[src/rtl/sump_cmd_decoder.sv]
// SUMP command parser: short/long opcodes, capture config registers, strobes.
// Define SUMP_TIMEOUT_EN to enable the inter-byte payload timeout.
module sump_cmd_decoder #(
   parameter int SAMPLE_WIDTH   = 8,
   parameter int NUM_STAGES     = 1,
   parameter int TIMEOUT_CYCLES = 1_000_000
) (
   input  logic                               system_clock,
   input  logic                               reset,
   input  logic [7:0]                         rx_data,
   input  logic                               rx_valid,
   output logic                               sump_reset,
   output logic                               full_reset,
   output logic                               arm,
   output logic                               query_meta,
   output logic                               query_id,
   output logic                               cfg_update,
   output logic                               cmd_error,
   output logic                               cmd_timeout,
   output logic [23:0]                        divider,
   output logic [15:0]                        read_count,
   output logic [15:0]                        delay_count,
   output logic [NUM_STAGES*SAMPLE_WIDTH-1:0] trig_rise,
   output logic [NUM_STAGES*SAMPLE_WIDTH-1:0] trig_fall,
   output logic [NUM_STAGES-1:0]              stage_en
);

   localparam int SW = SAMPLE_WIDTH;
   localparam int NS = NUM_STAGES;

   if (SW < 1 || SW > 16 || NS < 1 || NS > 4 || TIMEOUT_CYCLES < 2) begin : g_bad_param
      $error("sump_cmd_decoder: parameter out of range");
   end

   typedef enum logic {ST_IDLE, ST_PAYLOAD} state_t;

   state_t         r_state, w_state_nx;
   logic [1:0]     r_idx;
   logic [7:0]     r_op;
   logic [23:0]    r_w;
   logic [2:0]     r_rcnt;

   logic           r_sump_reset, r_full_reset, r_arm, r_query_meta, r_query_id;
   logic           r_cfg_update, r_cmd_error, r_cmd_timeout;
   logic [23:0]    r_divider;
   logic [15:0]    r_read_count, r_delay_count;
   logic [NS*SW-1:0] r_trig_rise, r_trig_fall;
   logic [NS-1:0]  r_stage_en;

   logic [31:0]    w_word;
   logic [3:0]     w_stage;
   logic [SW-1:0]  w_rise, w_fall;
   logic           w_short, w_zero, w_full, w_last, w_tmo, w_in_range;
   logic           w_is_div, w_is_cnt, w_is_trig, w_is_en, w_err;

   // Fourth payload byte completes the word combinationally so all fields land together.
   assign w_word     = {r_w, rx_data};
   assign w_stage    = r_op[5:2];
   assign w_rise     = SW'({w_word[23:16], w_word[7:0]});
   assign w_fall     = SW'({w_word[31:24], w_word[15:8]});
   assign w_short    = (r_state == ST_IDLE) && rx_valid && !rx_data[7];
   assign w_zero     = w_short && (rx_data == 8'h00);
   assign w_full     = w_zero && (r_rcnt == 3'd4);
   assign w_last     = (r_state == ST_PAYLOAD) && rx_valid && (r_idx == 2'd3);
   assign w_in_range = (r_op[7:6] == 2'b11) && (int'(w_stage) < NS);
   assign w_is_div   = w_last && (r_op == 8'h80);
   assign w_is_cnt   = w_last && (r_op == 8'h81);
   assign w_is_trig  = w_last && w_in_range && (r_op[1:0] == 2'b01);
   assign w_is_en    = w_last && w_in_range && (r_op[1:0] == 2'b10);
   assign w_err      = w_last && !(w_is_div || w_is_cnt || w_is_trig || w_is_en);

`ifdef SUMP_TIMEOUT_EN
   localparam int TW = $clog2(TIMEOUT_CYCLES + 1);
   logic [TW-1:0] r_tcnt;

   assign w_tmo = (r_state == ST_PAYLOAD) && !rx_valid &&
                  (r_tcnt == TW'(TIMEOUT_CYCLES - 1));

   always_ff @(posedge system_clock or posedge reset) begin
      if (reset)
         r_tcnt <= '0;
      else if (r_state != ST_PAYLOAD || rx_valid)
         r_tcnt <= '0;
      else
         r_tcnt <= r_tcnt + TW'(1);
   end
`else
   assign w_tmo = 1'b0;
`endif

   always_comb begin
      w_state_nx = r_state;
      unique case (r_state)
         ST_IDLE:    if (rx_valid && rx_data[7]) w_state_nx = ST_PAYLOAD;
         ST_PAYLOAD: if (w_last || w_tmo) w_state_nx = ST_IDLE;
         default:    w_state_nx = ST_IDLE;
      endcase
   end

   always_ff @(posedge system_clock or posedge reset) begin
      if (reset) begin
         r_state <= ST_IDLE;
         r_idx   <= 2'd0;
         r_op    <= 8'h00;
         r_w     <= 24'h0;
         r_rcnt  <= 3'd0;
      end else begin
         r_state <= w_state_nx;
         if (r_state == ST_IDLE && rx_valid && rx_data[7]) begin
            r_op  <= rx_data;
            r_idx <= 2'd0;
         end else if (r_state == ST_PAYLOAD && rx_valid) begin
            r_w   <= w_word[23:0];
            r_idx <= r_idx + 2'd1;
         end
         if (w_full)
            r_rcnt <= 3'd0;
         else if (w_zero)
            r_rcnt <= r_rcnt + 3'd1;
         else if ((r_state == ST_IDLE && rx_valid) || w_tmo)
            r_rcnt <= 3'd0;
      end
   end

   always_ff @(posedge system_clock or posedge reset) begin
      if (reset) begin
         r_sump_reset  <= 1'b0;
         r_full_reset  <= 1'b0;
         r_arm         <= 1'b0;
         r_query_meta  <= 1'b0;
         r_query_id    <= 1'b0;
         r_cfg_update  <= 1'b0;
         r_cmd_error   <= 1'b0;
         r_cmd_timeout <= 1'b0;
         r_divider     <= 24'h0;
         r_read_count  <= 16'h0;
         r_delay_count <= 16'h0;
         r_trig_rise   <= '0;
         r_trig_fall   <= '0;
         r_stage_en    <= '0;
      end else begin
         r_sump_reset  <= w_zero;
         r_full_reset  <= w_full;
         r_arm         <= w_short && (rx_data == 8'h01);
         r_query_meta  <= w_short && (rx_data == 8'h02);
         r_query_id    <= w_short && (rx_data == 8'h04);
         r_cfg_update  <= w_is_div || w_is_cnt || w_is_trig || w_is_en;
         r_cmd_error   <= w_err;
         r_cmd_timeout <= w_tmo;
         if (w_full) begin
            r_divider     <= 24'h0;
            r_read_count  <= 16'h0;
            r_delay_count <= 16'h0;
            r_trig_rise   <= '0;
            r_trig_fall   <= '0;
            r_stage_en    <= '0;
         end else begin
            if (w_is_div) r_divider <= w_word[23:0];
            if (w_is_cnt) begin
               r_read_count  <= w_word[31:16];
               r_delay_count <= w_word[15:0];
            end
            for (int s = 0; s < NS; s++) begin
               if (w_stage == 4'(s)) begin
                  if (w_is_trig) begin
                     r_trig_rise[s*SW +: SW] <= w_rise;
                     r_trig_fall[s*SW +: SW] <= w_fall;
                  end
                  if (w_is_en) r_stage_en[s] <= w_word[0];
               end
            end
         end
      end
   end

   assign sump_reset  = r_sump_reset;
   assign full_reset  = r_full_reset;
   assign arm         = r_arm;
   assign query_meta  = r_query_meta;
   assign query_id    = r_query_id;
   assign cfg_update  = r_cfg_update;
   assign cmd_error   = r_cmd_error;
   assign cmd_timeout = r_cmd_timeout;
   assign divider     = r_divider;
   assign read_count  = r_read_count;
   assign delay_count = r_delay_count;
   assign trig_rise   = r_trig_rise;
   assign trig_fall   = r_trig_fall;
   assign stage_en    = r_stage_en;

endmodule

[config.mk]
export PLATFORM = sky130hd
export DESIGN_NAME = sump_cmd_decoder
export DESIGN_NICKNAME = d
export VERILOG_FILES = /design/src/rtl/sump_cmd_decoder.sv
export SDC_FILE = /design/constraint.sdc
export NUM_CORES = 1
export LEC_CHECK = 0
export BUFFER_PORTS_ARGS = -buffer_cell sky130_fd_sc_hd__buf_2
export CORE_AREA = 2 2 103 105
export CTS_CLUSTER_SIZE = 12
export DETAILED_ROUTE_END_ITERATION = 10
export DIE_AREA = 0 0 105 107
export HOLD_SLACK_MARGIN = 0.05
export PLACE_DENSITY = 0.79
export SETUP_SLACK_MARGIN = 0.5
export SLEW_MARGIN = 20
export SYNTH_ARGS = -nofsm -noshare
export SYNTH_HDL_FRONTEND = slang
export SYNTH_SLANG_ARGS = --single-unit
[constraint.sdc]
create_clock -name system_clock -period 4.5 [get_ports system_clock]
set_input_delay 0.9 -clock system_clock [delete_from_list [all_inputs] [get_ports system_clock]]
set_output_delay 0.9 -clock system_clock [all_outputs]
set_load 0.05 [all_outputs]
Word level (Yosys, flattened, before mapping)

Index checks and enable logic that the tools add are counted.

Flip-flop bits (word level): 118
Latch bits: 0
Bits in writable memories: 0
Bits in read-only memories: 0
Output and inout port bits: 81
Logic and storage cells: 91
Memories kept: 0

Add/subtract/negate cells: 2
Multiply operators: 0
Div/mod/pow operators: 0
Magnitude comparators: 1
Equality and inequality tests: 10
Shift-type cells: 0
Multiplexer cells: 23
Bitwise logic cells: 2
Reductions and logical operators: 35

Operators with widths:

| operator              | number |
|---|---|
| $mux W16              | 4 |
| $mux W24              | 2 |
| $mux W8               | 6 |
| $logic_and A1 B1 Y1   | 18 |
| $eq A8 B8 Y1 const B  | 2 |
| $reduce_bool A2 Y1    | 6 |
| $mux W3               | 3 |
| $eq A8 B1 Y1 const B  | 1 |
| $eq A8 B2 Y1 const B  | 1 |
| $eq A8 B3 Y1 const B  | 1 |
| $logic_not A8 Y1      | 1 |
| $eq A2 B2 Y1 const B  | 3 |
| $reduce_and A2 Y1     | 3 |
| $mux W1               | 5 |
| $logic_not A4 Y1      | 1 |
| $lt A4 B1 Y1 const B  | 1 |
| $mux W2               | 2 |
| $add A3 B1 Y3 const B | 1 |
| $eq A3 B3 Y1 const B  | 1 |
| $logic_or A1 B1 Y1    | 3 |
| $reduce_bool A3 Y1    | 1 |
| $add A2 B1 Y2 const B | 1 |
| $eq A2 B1 Y1 const B  | 1 |
| $logic_not A1 Y1      | 2 |
| 2 further kinds       | 3 |

Longest topological paths before layout

Gate-level depths: netlist (run 1).

Depth after elaboration: 8
Depth in mapped cells: 7
Mapped depth without buffers: 6

Worst setup path after synthesis (run 1)

OpenSTA, ideal clock, no wires.

Kind: input to register
Start point: input port rx_valid
End point: register r_trig_rise[7] (netlist: trig_rise[7])
Arrival time: 2.515 ns
Data required time: 4.375 ns
Setup slack: 1.860 ns
Cell stages on the path: 5
Path through: buf_2 -> or4b_1 -> nor4_4 -> a41oi_1 -> mux2_2

Cells in the longest elaborated chain, start to end: 6
Elaborated cells on any way between the ends: 12

Ends and longest elaborated chain:

| item                                                       | line   | RTL |
|---|---|---|
| start, declared                                            | 11     | `input logic rx_valid,` |
| $logic_and A1 B1 Y1, on equally long branches (2 in a row) | 61, 64 |  |
| $logic_and A1 B1 Y1, on equally long branches              | 62, 68 |  |
| $logic_and A1 B1 Y1, on equally long branches              | 63, 68 |  |
| $reduce_bool A2 Y1 (no line)                               | --     |  |
| $reduce_and A2 Y1 (no line)                                | --     |  |
| end signal, assigned by index                              | 166    | `r_trig_rise[s*SW +: SW] <= w_rise;` |
| end, declared                                              | 47     | `logic [NS*SW-1:0] r_trig_rise, r_trig_fall;` |

Parallel ways exist; a longest one is shown, timed or not.
A chain may end at the register's enable or synchronous reset.

Final worst setup path (run 1)

Start point: input port rx_data[6]
End point: register r_trig_rise[7] (netlist: trig_rise[7])

Cells in the longest elaborated chain, start to end: 5
Elaborated cells on any way between the ends: 7

Ends and longest elaborated chain:

| item                         | line | RTL |
|---|---|---|
| start, declared              | 10   | `input logic [7:0] rx_data,` |
| $logic_not A8 Y1 (*)         | 62   | `assign w_zero = w_short && (rx_data == 8'h00);` |
| $logic_and A1 B1 Y1 (*)      | 62   |  |
| $logic_and A1 B1 Y1 (*)      | 63   | `assign w_full = w_zero && (r_rcnt == 3'd4);` |
| $reduce_bool A2 Y1 (no line) | --   |  |
| $reduce_and A2 Y1 (no line)  | --   |  |

Every way passes the cells marked *; elsewhere a longest branch is shown, timed or not.

==> out/metrics.yaml, run 1 <==
port-buffer-count: 90
synth_nets: 410
crit_path_end_kind: "flop"
final_common_cell: "dfrtp_1"
required_ns: 4.90
initial_core_util_pct: 45.8
synthCells: 396
grt_overflow: 0
met3_length_um: 792
diodes: 0
dp.cells: 606
chipHeight_um: 107
worstPathArrival_ns: 3.24
final_area_um2: 5810
place_area_um2: 5220
firstDrtPassIters: 4
fin_skew_ns: 0.00888
fin_crit_sh_pct: 63.0
final_cell_mix: "dfrtp_1 (118), buf_2 (90), nand2_1 (87)"
num_vias: 3454
fmax_mhz: 353
cts_setup_buffers: 0
min_period_ns: 2.84
setup.worst_path.class: "in -> reg"
htree_levels: 4
status: "complete, no violations"
top_layer: "met4"
peakVddDrop_mv: 0.403
worstPathCellList: "buf_2 -> or4b_1 -> nor4_4 -> buf_4 -> a41oi_1 -> mux2_2"
p_leak_nw: 2.88
drt_iter0_markers: 199
drv_slew: 0
yosysWarnings: 0
place_ws_ns: 1.14
synth_edf_count: 0
syn_area_um2: 4630
cts.sinks: 118
met1_length_um: 4760
drcViolationCount: 0
ys_seq_area_share_pct: 63.8
hold_slack_ns: 0.497
rsz0062_at_grt: "no"
regArea_um2: 2950
die-area_um2: 11200
maxCapViolCount: 0
multi_input_area_um2: 1590
met2_length_um: 5460
drt-total-wl_um: 11100
utilization_pct: 57.6
final_cells: 638
pin_count: 92
antenna_found_initial: 0
vias_per_cell: 5.41
finalPower_mw: 4.08
clkTransAtPathRegs_ns: 0.06
relSlewSlack_pct: 26.8
grt_max_degree: 52
setup-violations-final: 0
cpPeakStageDelay_ns: 0.64
track_usage_pct: 21.4
coreArea_um2: 10100
final_hold_viol_count: 0
gp_congestion: 0.797
cts_resized: 0
hold_class: "reg -> reg"
worst_slew_pin_slew_ns: 1.09
drive_above_1_share_pct: 33.1
path_buf_inv: 2
first_global_vias: 3430
synth-async-reset-ratio_pct: 100
ctsRootBufferMaster: "clkbuf_8"
setup_tns_ns: 0
avgRoutedWirePerCell_um: 17.4
synthDistinctLibCells: 31
cp_slowest_cell: "or4b_1"
ys_ff_latch: 118
syn2layout_area_growth_pct: 25.6
grt_pass1_wl_um: 18300
crit_family: "simple AND/OR/NAND/NOR gates"
dp_hpwl_um: 7110
num_rows: 37
yosysTopAreaCellShare_pct: 63.8
cts_hold_buf: 0
worst_setup_path_start_kind: "input pin"
synthTopCellsByArea: "dfrtp_1 (64%), mux2_2 (8.3%), nand2_1 (7.1%)"
num-fill-cells: 839
powerDensity_nw_per_um2: 703
tritoncts: "built"
synth.avg_cell_area_um2: 11.7
yosysTopAreaCell: "dfrtp_1"
fp.dieW_um: 105
crit_path_max_fanout: 51
cts_buffers: 17
ys.flop_type: "dfrtp_1"
clock_latency_ns: 0.52
fin_ws_ns: 1.66
drtAntennaViolNets: 0
clk_path_buf_depth: 2
nets: 503
==> cell type report <==
cell class,instances,share of cell area (%)
clock inverters,11,2.15
multi-input cells,251,27.3
repair buffers,95,8.40
well taps,136,2.93
inverters,6,0.452
clock buffers,21,7.90
flip-flops and latches,118,50.8
==> logic make-up after synthesis <==
kind of cell	after synthesis	synth area share (%)
buffers and inverters	27	2.33
AO/OA/AOI/OAI	69	9.41
multiplexers	43	10.2
AND/OR/NAND/NOR	134	13.1
adder cells (fa/ha/maj)	3	0.811
flip-flops	118	63.8
other	1	0.0810
XOR/XNOR	1	0.189
==> per-layer routing <==
metal,track usage [%],up-vias
met4,7.52,0
met3,6.02,12
li1,-,1557
met2,33.2,146
met5,0,-
met1,29.1,1739
==> final timing paths <==
path	cells past startpoint	startpoint	slack [ns]	to
hold reg to reg	1	divider[1]	0.50	divider[1]
setup / recovery	6	rx_data[6]	1.66	trig_rise[7]
max in group asynchronous	3	reset	2.91	cmd_error
min in group asynchronous	2	reset	0.59	r_rcnt[1]
setup reg to reg	5	r_state	1.76	trig_rise[7]
hold / removal	1	divider[1]	0.50	divider[1]
==> state kept, by name (all words and copies together), names as in the netlist, 2 cells and up <==
signal	flops
trig_rise	8
r_op	8
read_count	16
r_idx	2
delay_count	16
r_rcnt	3
r_w	24
divider	24
trig_fall	8
==> cell usage after synthesis, types with 2 or more instances <==
cell type,instances
buf_2,2
inv_1,6
clkbuf_1,18
and3_1,3
mux2i_1,9
nand3_1,4
nand4bb_1,2
o21ai_0,3
nor3b_1,3
nand2b_1,2
mux2_2,34
or3_1,2
nor3_1,3
nor4_1,3
nand3b_1,2
nand4_1,2
ha_1,3
dfrtp_1,118
a22o_1,21
nor2_1,17
nand2_1,88
a21oi_1,42
==> report_power, final <==
part | switching [mW] | internal, mW | total [mW]
sequential | 0.263 | 1.36 | 1.62
combinational | 0.813 | 0.350 | 1.16
clock | 0.466 | 0.830 | 1.30
total | 1.54 | 2.54 | 4.08
Power figures use the tool's default switching activity.
==> run 2: changes to the inputs <==
--- a/config.mk
+++ b/config.mk
@@ -11,7 +11,7 @@
 export DETAILED_ROUTE_END_ITERATION = 10
 export DIE_AREA = 0 0 105 107
 export HOLD_SLACK_MARGIN = 0.05
-export PLACE_DENSITY = 0.79
+export PLACE_DENSITY = 0.82
 export SETUP_SLACK_MARGIN = 0.5
 export SLEW_MARGIN = 20
 export SYNTH_ARGS = -nofsm -noshare
==> constraint.sdc (replaced) <==
create_clock -name system_clock -period 2.35 [get_ports system_clock]
set_input_delay 0.47 -clock system_clock [delete_from_list [all_inputs] [get_ports system_clock]]
set_output_delay 0.47 -clock system_clock [all_outputs]
set_load 0.05 [all_outputs]
==> out/metrics.yaml, run 2 (synthesis gave the netlist of run 1 again) <==
combPwrFrac_pct: 30.0  # +1.5 points
maxCapViolCount: 0  # unchanged
firstDrtPassIters: 6  # +2
fin_skew_ns: 0.0105  # +0.00159 ns
internal_power_mw: 4.73  # +86%
worst_setup_path_start_kind: "flop"
drt-total-wl_um: 12000  # +7.9%
syn2layout_area_growth_pct: 29.8
cts.sinks: 118  # unchanged
worstPathArrival_ns: 2.25  # -0.99 ns
fin_crit_sh_pct: 78.7
num-fill-cells: 822  # -2.0%
p_sw_share_pct: 39.3  # +1.5 points
fp.dieW_um: 105  # unchanged
grt_overflow: 0  # unchanged
setup_tns_ns: 0  # unchanged
first_global_vias: 3370  # -1.7%
avgRoutedWirePerCell_um: 18.4  # +5.6%
peakVddDrop_mv: 0.575  # +43%
dp.cells: 614  # +1.3%
cp_slowest_cell: "or4b_4"
crit_path_end_kind: "flop"
track_usage_pct: 21.3  # -0.16 points
setup.worst_path.class: "reg -> reg"
clkTransAtPathRegs_ns: 0.06  # about the same
fmax_mhz: 541
grt_max_degree: 119  # +130%
worst_slew_pin_slew_ns: 0.609  # -0.480 ns
clk_path_buf_depth: 2  # unchanged
relSlewSlack_pct: 59.4  # +33 points
path_buf_inv: 1  # -1
ctsRootBufferMaster: "clkbuf_8"
setup-violations-final: 0  # unchanged
gp_congestion: 0.847  # +6.2%
min_period_ns: 1.85
final_common_cell: "dfrtp_1"
r2r-end: "trig_rise[7]"
cts_hold_buf: 0  # unchanged
hold_class: "in -> async"
pin_count: 92  # unchanged
drcViolationCount: 0  # unchanged
tritoncts: "built"
timing.rr.start: "r_state"
clock_latency_ns: 0.51  # about the same
vias_per_cell: 5.45  # +0.63%
dp_hpwl_um: 7360  # +3.5%
crit_path_max_fanout: 8  # -84%
power_frac_seq_pct: 40.1  # +0.3 points
powerDensity_nw_per_um2: 1300  # +85%
drv_slew: 0  # unchanged
rr_worst_depth: 5  # unchanged
drive_above_1_share_pct: 37.0  # +3.9 points
reg2reg_slack_ns: 0.50  # -1.26 ns
drt_iter0_markers: 278  # +40%
hold_slack_ns: 0.130  # -0.367 ns
initial_core_util_pct: 45.8  # unchanged
diodes: 0  # unchanged
chipHeight_um: 107  # unchanged
switchingPower_mw: 3.06  # +98%
nets: 517  # +2.8%
multi_input_area_um2: 1680  # +5.7%
drtAntennaViolNets: 0  # unchanged
rsz0062_at_grt: "yes"
final_cell_mix: "dfrtp_1 (117), buf_2 (90), nand2_1 (87)"
die-area_um2: 11200  # unchanged
p_leak_nw: 2.98  # +3.4%
required_ns: 2.75  # -2.15 ns
port-buffer-count: 90  # unchanged
status: "complete, no violations"
final_cells: 652  # +2.2%
p_clk_share_pct: 29.8  # -1.9 points
grt_pass1_wl_um: 18100  # -1.1%
htree_levels: 4  # unchanged
cpPeakStageDelay_ns: 0.54  # -0.10 ns
final_hold_viol_count: 0  # unchanged
regArea_um2: 2950  # about the same
antenna_found_initial: 0  # unchanged
crit_family: "simple AND/OR/NAND/NOR gates"
coreArea_um2: 10100  # unchanged
num_vias: 3552  # +2.8%
num_rows: 37  # unchanged
cts_buffers: 17  # unchanged
worstPathCellList: "or4b_4 -> nor4_4 -> buf_6 -> a41oi_4 -> mux2_4"
-- run 2: changes by cell type in the layout (fill, tap and decap cells not counted), sizes merged --
cell | before | now
clkinvlp | 6 | 9
clkbuf | 21 | 17
buf | 95 | 109
inv | 5 | 7
bufinv | 2 | 1
-- run 2: metal layers --
layer  vias up  global-route usage [%]  share of wire (%)
met5         -                       0                  0
met4         0                    7.05                1.4
met3        14                    5.17                5.0
met2       140                    36.2                 52
met1      1818                    26.8                 41
li1       1580                       -                  -
-- run 2: worst max-delay path by stage --
stage	start	end	cells after the start
2_1_floorplan	rx_valid	trig_rise[7]	5
3_3_place_gp	rx_data[6]	trig_fall[2]	6
3_5_place_dp	rx_data[6]	trig_fall[6]	6
4_1_cts	r_rcnt[0]	divider[7]	7
5_1_grt	r_state	trig_rise[7]	5
6_report	r_state	trig_rise[7]	5
-- run 2: cell type report --
class / instances / share of cell area [%]
clock inverter: 15 / 2.19
multi-input combinational: 251 / 27.9
inverter: 6 / 0.437
clock buffer: 17 / 6.89
timing repair buffer: 109 / 10.5
sequential: 118 / 49.2
tap: 136 / 2.83
-- run 2: stage by stage --
stage | worst slack, ns | instance area (um^2) | total power, mW | utilization, %
6_report | 0.500 | 6010 | 7.79 | 59.5
5_1_grt | 0.431 | 6010 | 8.11 | 59.5
4_1_cts | 0.491 | 5920 | 7.76 | 58.7
3_5_place_dp | 0.110 | 5320 | 5.37 | 52.7
3_3_place_gp | 0.158 | 5320 | 5.29 | 52.7
2_1_floorplan | 0.369 | 4680 | 4.73 | -
-- run 2: power groups by stage --
stage	combinational (mW)	clock, mW	sequential (mW)
2_1_floorplan	0.741	0	3.99
3_3_place_gp	2.20	0	3.09
3_5_place_dp	2.26	0	3.12
4_1_cts	2.31	2.35	3.10
5_1_grt	2.47	2.45	3.19
6_report	2.34	2.33	3.13
-- run 2: tightest hold or removal path: stages --
cell        delay, ns
buf_2            0.11
clkinvlp_4       0.07
buf_12           0.45
-- run 2: repair_timing --
action	4_1_cts	5_1_grt
pin swaps	1	2
setup endpoints to repair	64	59
buffers inserted	2	4
gates resized for setup	9	10
